### src/rtl/rgb_stream_if.sv
// RGB pixel stream bundle between rgb_stream_gen and its consumer.
// Carries pixel qualifier, colour, line width and frame/line markers.
interface rgb_stream_if;
  logic        dout_valid;
  logic [7:0]  r_data;
  logic [7:0]  g_data;
  logic [7:0]  b_data;
  logic [11:0] width_out;
  logic        sof;
  logic        eol;

  modport master (
    output dout_valid, r_data, g_data, b_data,
    output width_out, sof, eol
  );

  modport slave (
    input dout_valid, r_data, g_data, b_data,
    input width_out, sof, eol
  );
endinterface

### src/rtl/rgb_stream_gen.sv
// Frame-based RGB test-pattern stream source with line blanking.
// Define RGB_GEN_LFSR_EN to make pattern 3 a 24-bit Galois LFSR instead of a checker.
module rgb_stream_gen #(
  parameter logic [11:0] MAX_W     = 12'd2047,
  parameter logic [11:0] MAX_H     = 12'd2047,
  parameter logic [23:0] LFSR_SEED = 24'hACE15A
) (
  input  logic         clk,
  input  logic         rst_n,
  input  logic         start,
  input  logic [11:0]  img_width,
  input  logic [11:0]  img_height,
  input  logic [7:0]   hgap,
  input  logic [1:0]   pat_sel,
  input  logic [23:0]  solid_rgb,
  rgb_stream_if.master stream,
  output logic         busy,
  output logic         done
);

  typedef enum logic [1:0] {IDLE, ACTIVE, HGAP, FIN} state_t;

  state_t      state;
  logic [11:0] w_q, h_q, x, y;
  logic [7:0]  gap_q, gcnt;
  logic [1:0]  pat_q;
  logic [23:0] solid_q;

  logic [11:0] w_in, h_in, nx, ny;
  logic        last_px, last_line, emit;
  logic [23:0] step_rgb, start_rgb;

`ifdef RGB_GEN_LFSR_EN
  logic [23:0] lfsr;

  function automatic logic [23:0] lfsr_next(input logic [23:0] l);
    return l[0] ? ((l >> 1) ^ 24'hE10000) : (l >> 1);
  endfunction
`endif

  function automatic logic [23:0] pix(
    input logic [1:0]  p,
    input logic [23:0] s,
    input logic [9:0]  xx,
    input logic        yb
  );
    logic [7:0] c;
    c = (xx[3] ^ yb) ? 8'hFF : 8'h00;
    unique case (p)
      2'd0:    return s;
      2'd1:    return {3{xx[7:0]}};
      2'd2:    return {{8{xx[9]}}, {8{xx[8]}}, {8{xx[7]}}};
      default: return {3{c}};
    endcase
  endfunction

  assign w_in = (img_width > MAX_W) ? MAX_W : img_width;
  assign h_in = (img_height > MAX_H) ? MAX_H : img_height;

  always_comb begin
    last_px   = (x == w_q - 12'd1);
    last_line = (y == h_q - 12'd1);
    nx        = last_px ? 12'd0 : x + 12'd1;
    ny        = last_px ? y + 12'd1 : y;
    emit      = 1'b0;
    unique case (state)
      ACTIVE:  emit = !(last_px && (last_line || gap_q != 8'd0));
      HGAP:    emit = (gcnt == gap_q);
      default: emit = 1'b0;
    endcase
    step_rgb  = pix(pat_q, solid_q, nx[9:0], ny[3]);
    start_rgb = pix(pat_sel, solid_rgb, 10'd0, 1'b0);
`ifdef RGB_GEN_LFSR_EN
    if (pat_q == 2'd3)   step_rgb  = lfsr;
    if (pat_sel == 2'd3) start_rgb = LFSR_SEED;
`endif
  end

  always_ff @(posedge clk or negedge rst_n) begin
    if (!rst_n) begin
      state            <= IDLE;
      w_q              <= '0;
      h_q              <= '0;
      x                <= '0;
      y                <= '0;
      gap_q            <= '0;
      gcnt             <= '0;
      pat_q            <= '0;
      solid_q          <= '0;
      busy             <= 1'b0;
      done             <= 1'b0;
      stream.dout_valid <= 1'b0;
      stream.r_data    <= '0;
      stream.g_data    <= '0;
      stream.b_data    <= '0;
      stream.width_out <= '0;
      stream.sof       <= 1'b0;
      stream.eol       <= 1'b0;
`ifdef RGB_GEN_LFSR_EN
      lfsr             <= LFSR_SEED;
`endif
    end else begin
      done              <= 1'b0;
      stream.dout_valid <= 1'b0;
      stream.sof        <= 1'b0;
      stream.eol        <= 1'b0;
      unique case (state)
        IDLE: if (start) begin
          w_q              <= w_in;
          h_q              <= h_in;
          gap_q            <= hgap;
          pat_q            <= pat_sel;
          solid_q          <= solid_rgb;
          stream.width_out <= w_in;
          x                <= '0;
          y                <= '0;
          if (w_in == 12'd0 || h_in == 12'd0) begin
            state <= FIN;
            done  <= 1'b1;
          end else begin
            state             <= ACTIVE;
            busy              <= 1'b1;
            stream.dout_valid <= 1'b1;
            stream.sof        <= 1'b1;
            stream.eol        <= (w_in == 12'd1);
            {stream.r_data, stream.g_data, stream.b_data} <= start_rgb;
`ifdef RGB_GEN_LFSR_EN
            lfsr <= lfsr_next(LFSR_SEED);
`endif
          end
        end
        ACTIVE: begin
          if (last_px && last_line) begin
            state <= FIN;
            busy  <= 1'b0;
            done  <= 1'b1;
          end else if (last_px && gap_q != 8'd0) begin
            state <= HGAP;
            gcnt  <= 8'd1;
          end
        end
        HGAP: begin
          if (gcnt == gap_q) state <= ACTIVE;
          else gcnt <= gcnt + 8'd1;
        end
        default: state <= IDLE;
      endcase
      // next pixel leaves in the same edge for back-to-back lines and gap exit
      if (emit) begin
        x                 <= nx;
        y                 <= ny;
        stream.dout_valid <= 1'b1;
        stream.eol        <= (nx == w_q - 12'd1);
        {stream.r_data, stream.g_data, stream.b_data} <= step_rgb;
`ifdef RGB_GEN_LFSR_EN
        lfsr <= lfsr_next(lfsr);
`endif
      end
    end
  end

endmodule

### src/flat_wrapper.sv
// flat-port wrapper written by rule: the top's interface ports become plain ports
module rgb_stream_gen_flat 
#(
  parameter logic [11:0] MAX_W     = 12'd2047,
  parameter logic [11:0] MAX_H     = 12'd2047,
  parameter logic [23:0] LFSR_SEED = 24'hACE15A
)
  (clk, rst_n, start, img_width, img_height, hgap, pat_sel, solid_rgb, busy, done, stream_dout_valid, stream_r_data, stream_g_data, stream_b_data, stream_width_out, stream_sof, stream_eol);
  rgb_stream_if stream_i ();
  input  logic clk;
  input  logic rst_n;
  input  logic start;
  input  logic [11:0] img_width;
  input  logic [11:0] img_height;
  input  logic [7:0] hgap;
  input  logic [1:0] pat_sel;
  input  logic [23:0] solid_rgb;
  output logic busy;
  output logic done;
  output wire logic [$bits(stream_i.dout_valid)-1:0] stream_dout_valid;
  output wire logic [$bits(stream_i.r_data)-1:0] stream_r_data;
  output wire logic [$bits(stream_i.g_data)-1:0] stream_g_data;
  output wire logic [$bits(stream_i.b_data)-1:0] stream_b_data;
  output wire logic [$bits(stream_i.width_out)-1:0] stream_width_out;
  output wire logic [$bits(stream_i.sof)-1:0] stream_sof;
  output wire logic [$bits(stream_i.eol)-1:0] stream_eol;
  assign stream_dout_valid = stream_i.dout_valid;
  assign stream_r_data = stream_i.r_data;
  assign stream_g_data = stream_i.g_data;
  assign stream_b_data = stream_i.b_data;
  assign stream_width_out = stream_i.width_out;
  assign stream_sof = stream_i.sof;
  assign stream_eol = stream_i.eol;
  rgb_stream_gen #(.MAX_W(MAX_W), .MAX_H(MAX_H), .LFSR_SEED(LFSR_SEED)) u_core (.clk(clk), .rst_n(rst_n), .start(start), .img_width(img_width), .img_height(img_height), .hgap(hgap), .pat_sel(pat_sel), .solid_rgb(solid_rgb), .stream(stream_i), .busy(busy), .done(done));
endmodule
### config.mk
export PLATFORM = sky130hd
export DESIGN_NAME = rgb_stream_gen_flat
export DESIGN_NICKNAME = d
export VERILOG_FILES = /design/src/rtl/rgb_stream_if.sv /design/src/rtl/rgb_stream_gen.sv /design/src/flat_wrapper.sv
export SDC_FILE = /design/constraint.sdc
export NUM_CORES = 1
export LEC_CHECK = 0
export BUFFER_PORTS_ARGS = -buffer_cell sky130_fd_sc_hd__buf_2
export CELL_PAD_IN_SITES_DETAIL_PLACEMENT = 0
export CELL_PAD_IN_SITES_GLOBAL_PLACEMENT = 1
export CORE_ASPECT_RATIO = 1.2
export CORE_MARGIN = 2
export CORE_UTILIZATION = 44
export DETAILED_ROUTE_END_ITERATION = 16
export PLACE_DENSITY = 0.91
export SLEW_MARGIN = 20
export SYNTH_ARGS = -nofsm -noshare
export SYNTH_HDL_FRONTEND = slang
export SYNTH_SLANG_ARGS = --single-unit
### constraint.sdc
create_clock -name clk -period 4.3 [get_ports clk]
set_input_delay 0.86 -clock clk [delete_from_list [all_inputs] [get_ports clk]]
set_output_delay 0.86 -clock clk [all_outputs]
set_load 0.005 [all_outputs]
=== Word level (Yosys, flattened, before mapping) ===
Cells that the tools add are included.

* Input port bits: 61
* Output and inout port bits: 41
* Logic and storage cells: 118
* Bits in registers: 121

* Magnitude comparators: 2
* Multiplexer cells: 50
* Add/subtract/negate cells: 5
* Equal/unequal tests: 19
* Bitwise gates (word level): 1
* Reduce and logical (&&, ||, !) cells: 23

{| class="wikitable"
|+ Operators by type and width
! cell !! count
|-
| 8-bit two-way mux || 16
|-
| 12-bit two-way mux || 8
|-
| 24-bit one-hot mux with 3 select lines || 1
|-
| 12-bit == test || 3
|-
| 12-bit by 1-bit adder with 12-bit output (second input constant) || 2
|-
| 12-bit by 11-bit > comparator with 1-bit output (second input constant) || 2
|-
| 12-bit zero test || 2
|-
| 24-bit two-way mux || 1
|-
| 12-bit by 1-bit subtractor with 12-bit output (second input constant) || 2
|-
| 8-bit one-hot mux with 2 select lines || 1
|-
| 1-bit two-way mux || 14
|-
| 12-bit by 1-bit == test with 1-bit output (second input constant) || 1
|-
| 2-bit two-way mux || 5
|-
| 2-bit by 1-bit != test with 1-bit output (second input constant) || 5
|-
| 3-bit AND reduction || 3
|-
| 8-bit by 1-bit adder with 8-bit output (second input constant) || 1
|-
| 8-bit == test || 1
|-
| 2-bit != test (second input constant) || 4
|-
| 4-bit AND reduction || 2
|-
| 2-bit nonzero test || 4
|-
| 8-bit nonzero test || 1
|-
| 2-bit zero test || 3
|-
| 1-bit one-hot mux with 2 select lines || 3
|-
| 2-bit one-hot mux with 3 select lines || 1
|-
| 8 further kinds || 14
|}

=== Depth between registers and ports, before layout ===
* Word-level depth: 8
* Gate-level depth with buffers: 14
* Depth with buffers taken out: 10

=== Worst setup path after synthesis ===
Ideal clock, no wire load.

* Path type: reg2reg
* Start: register, netlist name u_core.stream.width_out[0]
* End: register u_core.state[0]
* Path slack: 1,029 ps
* Buffers on the path: 3
* Cell stages (with the launch flop): 14
* Setup time: 127 ps
* Arrival time: 3,144 ps
* Period minus slack after synthesis: 3,271 ps
* Required time: 4,173 ps
* Cells stage by stage: dfrtp_1 -> inv_1 -> ha_1 -> or3b_1 -> clkbuf_1 -> nor4_1 -> xnor3_1 -> and4b_1 -> clkbuf_1 -> and2_1 -> buf_4 -> nand2_1 -> a222oi_1 -> mux2_1

{| class="wikitable"
|+ RTL lines
! item !! line !! RTL
|-
| end signal, assigned || rgb_stream_gen.sv:81 || <nowiki>state <= IDLE;</nowiki>
|-
| end signal, assigned || rgb_stream_gen.sv:118 || <nowiki>state <= FIN;</nowiki>
|-
| end signal, assigned || rgb_stream_gen.sv:121 || <nowiki>state <= ACTIVE;</nowiki>
|-
| end, declared || rgb_stream_gen.sv:23 || <nowiki>state_t state;</nowiki>
|}

==> summary.md <==
| Metric | Value |
|---|---|
| Initial Util | `45.06%` |
| Worst setup path endpoint | `u_core.gcnt[6]` |
| Initial antenna violation count | `0` |
| Slew @ Worst Pin | `1055 ps` |
| Sw Ratio | `41.04%` |
| Sink Count | `121` |
| # diodes | `0` |
| Syn Inst Count | `842` |
| Resize count post-CTS | `0` |
| MaxCap Viol Count | `0` |
| DRC Markers | `0` |
| Nets | `985` |
| Top_reg_cell synth | `dfrtp_1` |
| WHS | `385.3 ps` |
| Post-synth EDFFs | `0` |
| Chip Width | `121.8 um` |
| Post-CTS setup buffer count | `0` |
| Commonest cells after routing, fill and taps aside | `172 x nand2_1, 121 x dfrtp_1, 100 x buf_2` |
| FF-to-FF Start | `u_core.stream.width_out[0]` |
| Max_slew headroom | `29.40%` |
| Clock power frac | `22.9%` |
| Clk_lat worst skew | `430 ps` |
| Fillers | `1523` |
| Layout Skew | `8.728 ps` |
| Unrepaired setup endpoints after global routing | `no` |
| Placed cell area | `7959 sq um` |
| Library cells used by synthesis | `66` |
| Design area | `8531 sq um` |
| Pleak | `0.004058 uW` |
| Gpl congestion | `0.8301` |
| Sequential-to-total area share from yosys stat | `41.30%` |
| Layout cells sized above 1 | `17.13%` |
| Root buffer cell | `clkbuf_16` |
| First-pass GRT wire length | `31.94 mm` |
| Crit-path max FO | `12` |
| Vias | `6664` |
| P_int | `3597 uW` |
| Outcome | `completed` |
| CTS Buf Count | `17` |
| PD cells | `715.2 nW/um^2` |
| Ys async rst share | `100.0%` |
| Vias in the first global route | `6246` |
| Yosys Warn Count | `0` |
| Port bufs | `101` |
| DP Wirelength | `13.41 mm` |
| Fin crit share | `88.81%` |
| DRT Pass-1 Iters | `5` |
| Crit end category | `flip-flop` |
| Total grt overflow | `0` |
| R2r endpoint | `u_core.gcnt[6]` |
| Maximum VDD drop | `0.3506 mV` |
| Area Growth Syn to Fin | `16.35%` |
| Net Sw Power | `2504 uW` |
| Fin crit period | `3819 ps` |
| Worst setup path start | `u_core.stream.width_out[0]` |
| Largest cells by area after synthesis | `dfrtp_1 41%, nand2_1 8.9%, a31oi_1 3.3%, xor2_1 3.1%, xnor2_1 3.0%` |
| Startpoint types | `flip-flop` |
| Sequential power share | `33.6%` |
| Final Max Tran Viols | `0` |
| Drt wl/cell | `17.40 um` |
| Top-area cell type share of the netlist area | `41.30%` |
| R2R Setup Slk | `480 ps` |
| Largest net degree at the start of global routing | `86` |
| Post-CTS Hold Buffers | `0` |
| Htree depth | `4` |
| Yosys top cell by area | `dfrtp_1` |
| Most common cell after layout, fill and taps aside | `nand2_1` |
| Worst min path class | `input pin to asynchronous set/reset pin` |
| Synth Register Bits | `121` |
| Layout Utilization | `52.43%` |
| CTS tree | `yes` |
| Global Route Usage Sum | `22.71%` |
| Final setup viols | `0` |
| Remaining antenna violation count | `0` |
| Syn Nets | `912` |
| Register-to-Register Path Depth | `10` |
| Logic pwr share | `43.4%` |
| CP required | `4610 ps` |
| Die ar. | `17720 sq um` |
| Setup_tns | `0 ps` |
| CTS clock-pin slew for the worst setup and hold paths | `60 ps` |
| CP arrival | `4130 ps` |
| DRT Wirelength | `19.84 mm` |
| Final Hold Viols | `0` |
| Core Footprint | `16270 sq um` |
| Via-per-instance ratio | `5.846` |
| Crit path kind | `flip-flop to flip-flop` |
| Clk buf depth | `2` |
| Core Rows | `51` |
| Syn Area/Cell | `8.708 sq um` |
| Io pins | `102` |
| Violation count after the first detailed-route iteration | `554` |
| Post-synthesis cell area | `7332 sq um` |
| Total Power | `6101 uW` |
| Fmax | `0.2619 GHz` |
| Chip Height | `145.4 um` |
cell families (layout without fill, tap and decap cells):
logic type / Yosys count / in the layout / synth area share [%]
compound gates: 210 / 210 / 20.20
simple gates: 363 / 363 / 24.37
mux: 7 / 7 / 0.9898
xor+xnor: 54 / 54 / 7.014
fa+ha+maj: 9 / 9 / 1.536
flops: 121 / 121 / 41.30
buf+inv: 78 / 164 / 4.590
layout make-up:
cell class,instances,area [sq um],share of cell area [%]
clock inverter,11,121.4,1.423
clock buffer,21,450.4,5.280
inverter,17,63.81,0.7480
tap,212,265.3,3.109
multi-input combinational,643,3976,46.61
timing repair buffer,115,625.6,7.334
sequential,121,3028,35.49
Yosys cell counts, types with 6 or more instances:
cell / number
a31oi_1: 39
nand2b_1: 13
buf_2: 8
o21ai_0: 39
nor2b_1: 20
and2_1: 10
xnor2_1: 25
nand2_1: 173
dfrtp_1: 121
nor3_1: 21
nor2_1: 25
a221oi_1: 22
xor2_1: 26
inv_1: 17
o21bai_1: 16
nand3_1: 26
a21o_1: 13
ha_1: 9
and3_1: 21
nand4_1: 9
nor4_1: 12
clkbuf_1: 47
or4_1: 7
nor3b_1: 6
a21oi_1: 17
stage by stage:
stage,setup WS (ps),instances
6_report,481.3,1140
5_1_grt,185.5,1140
4_1_cts,501.7,1140
3_5_place_dp,563.2,1108
3_3_place_gp,667.0,1108
2_1_floorplan,1029,842
layer usage:
layer	vias up	global-route usage (%)	wire (um)
li1	3169	-	-
met1	3246	31.31	8895
met2	216	35.17	9311
met3	33	4.859	1219
met4	0	8.276	412
met5	-	0	0
power groups by stage:
stage                     sequential, uW  clock [uW]  combinational (uW)
after global routing                2120        1480                2970
after global placement              2040           0                2580
after floorplan                     1890           0                2050
after detailed placement            2050           0                2640
final                               2050        1400                2650
after CTS                           2040        1410                2650
flip-flops by register name (all words and copies together), names as in the netlist, 2 cells and up:
name,count
u_core.stream.r_data,8
u_core.pat_q,2
u_core.h_q,12
u_core.stream.g_data,8
u_core.solid_q,24
u_core.gcnt,8
u_core.state,2
u_core.stream.width_out,12
u_core.gap_q,8
u_core.stream.b_data,8
u_core.x,12
u_core.y,12
worst min path at each step:
stage / from / end / slack [ps] / cells after the start
3_5_place_dp: u_core.solid_q[5] / u_core.solid_q[5] / 450 / 2
3_3_place_gp: u_core.solid_q[20] / u_core.solid_q[20] / 450 / 2
2_1_floorplan: u_core.solid_q[10] / u_core.solid_q[10] / 440 / 2
5_1_grt: rst_n / u_core.stream.b_data[2] / 420 / 1
4_1_cts: rst_n / u_core.stream.b_data[2] / 400 / 1
6_report: rst_n / u_core.stream.b_data[2] / 390 / 1
worst max-delay path: stages (launching register included):
cell and delay, ps:
dfrtp_1 430, inv_1 140, ha_1 280, or3b_1 480
nor4_1 380, xnor3_1 210, and4b_1 340, o2111ai_1 200
a21oi_1 880, mux2i_1 280, nand2_1 80
Note: power is estimated with default switching activity, not from simulation.
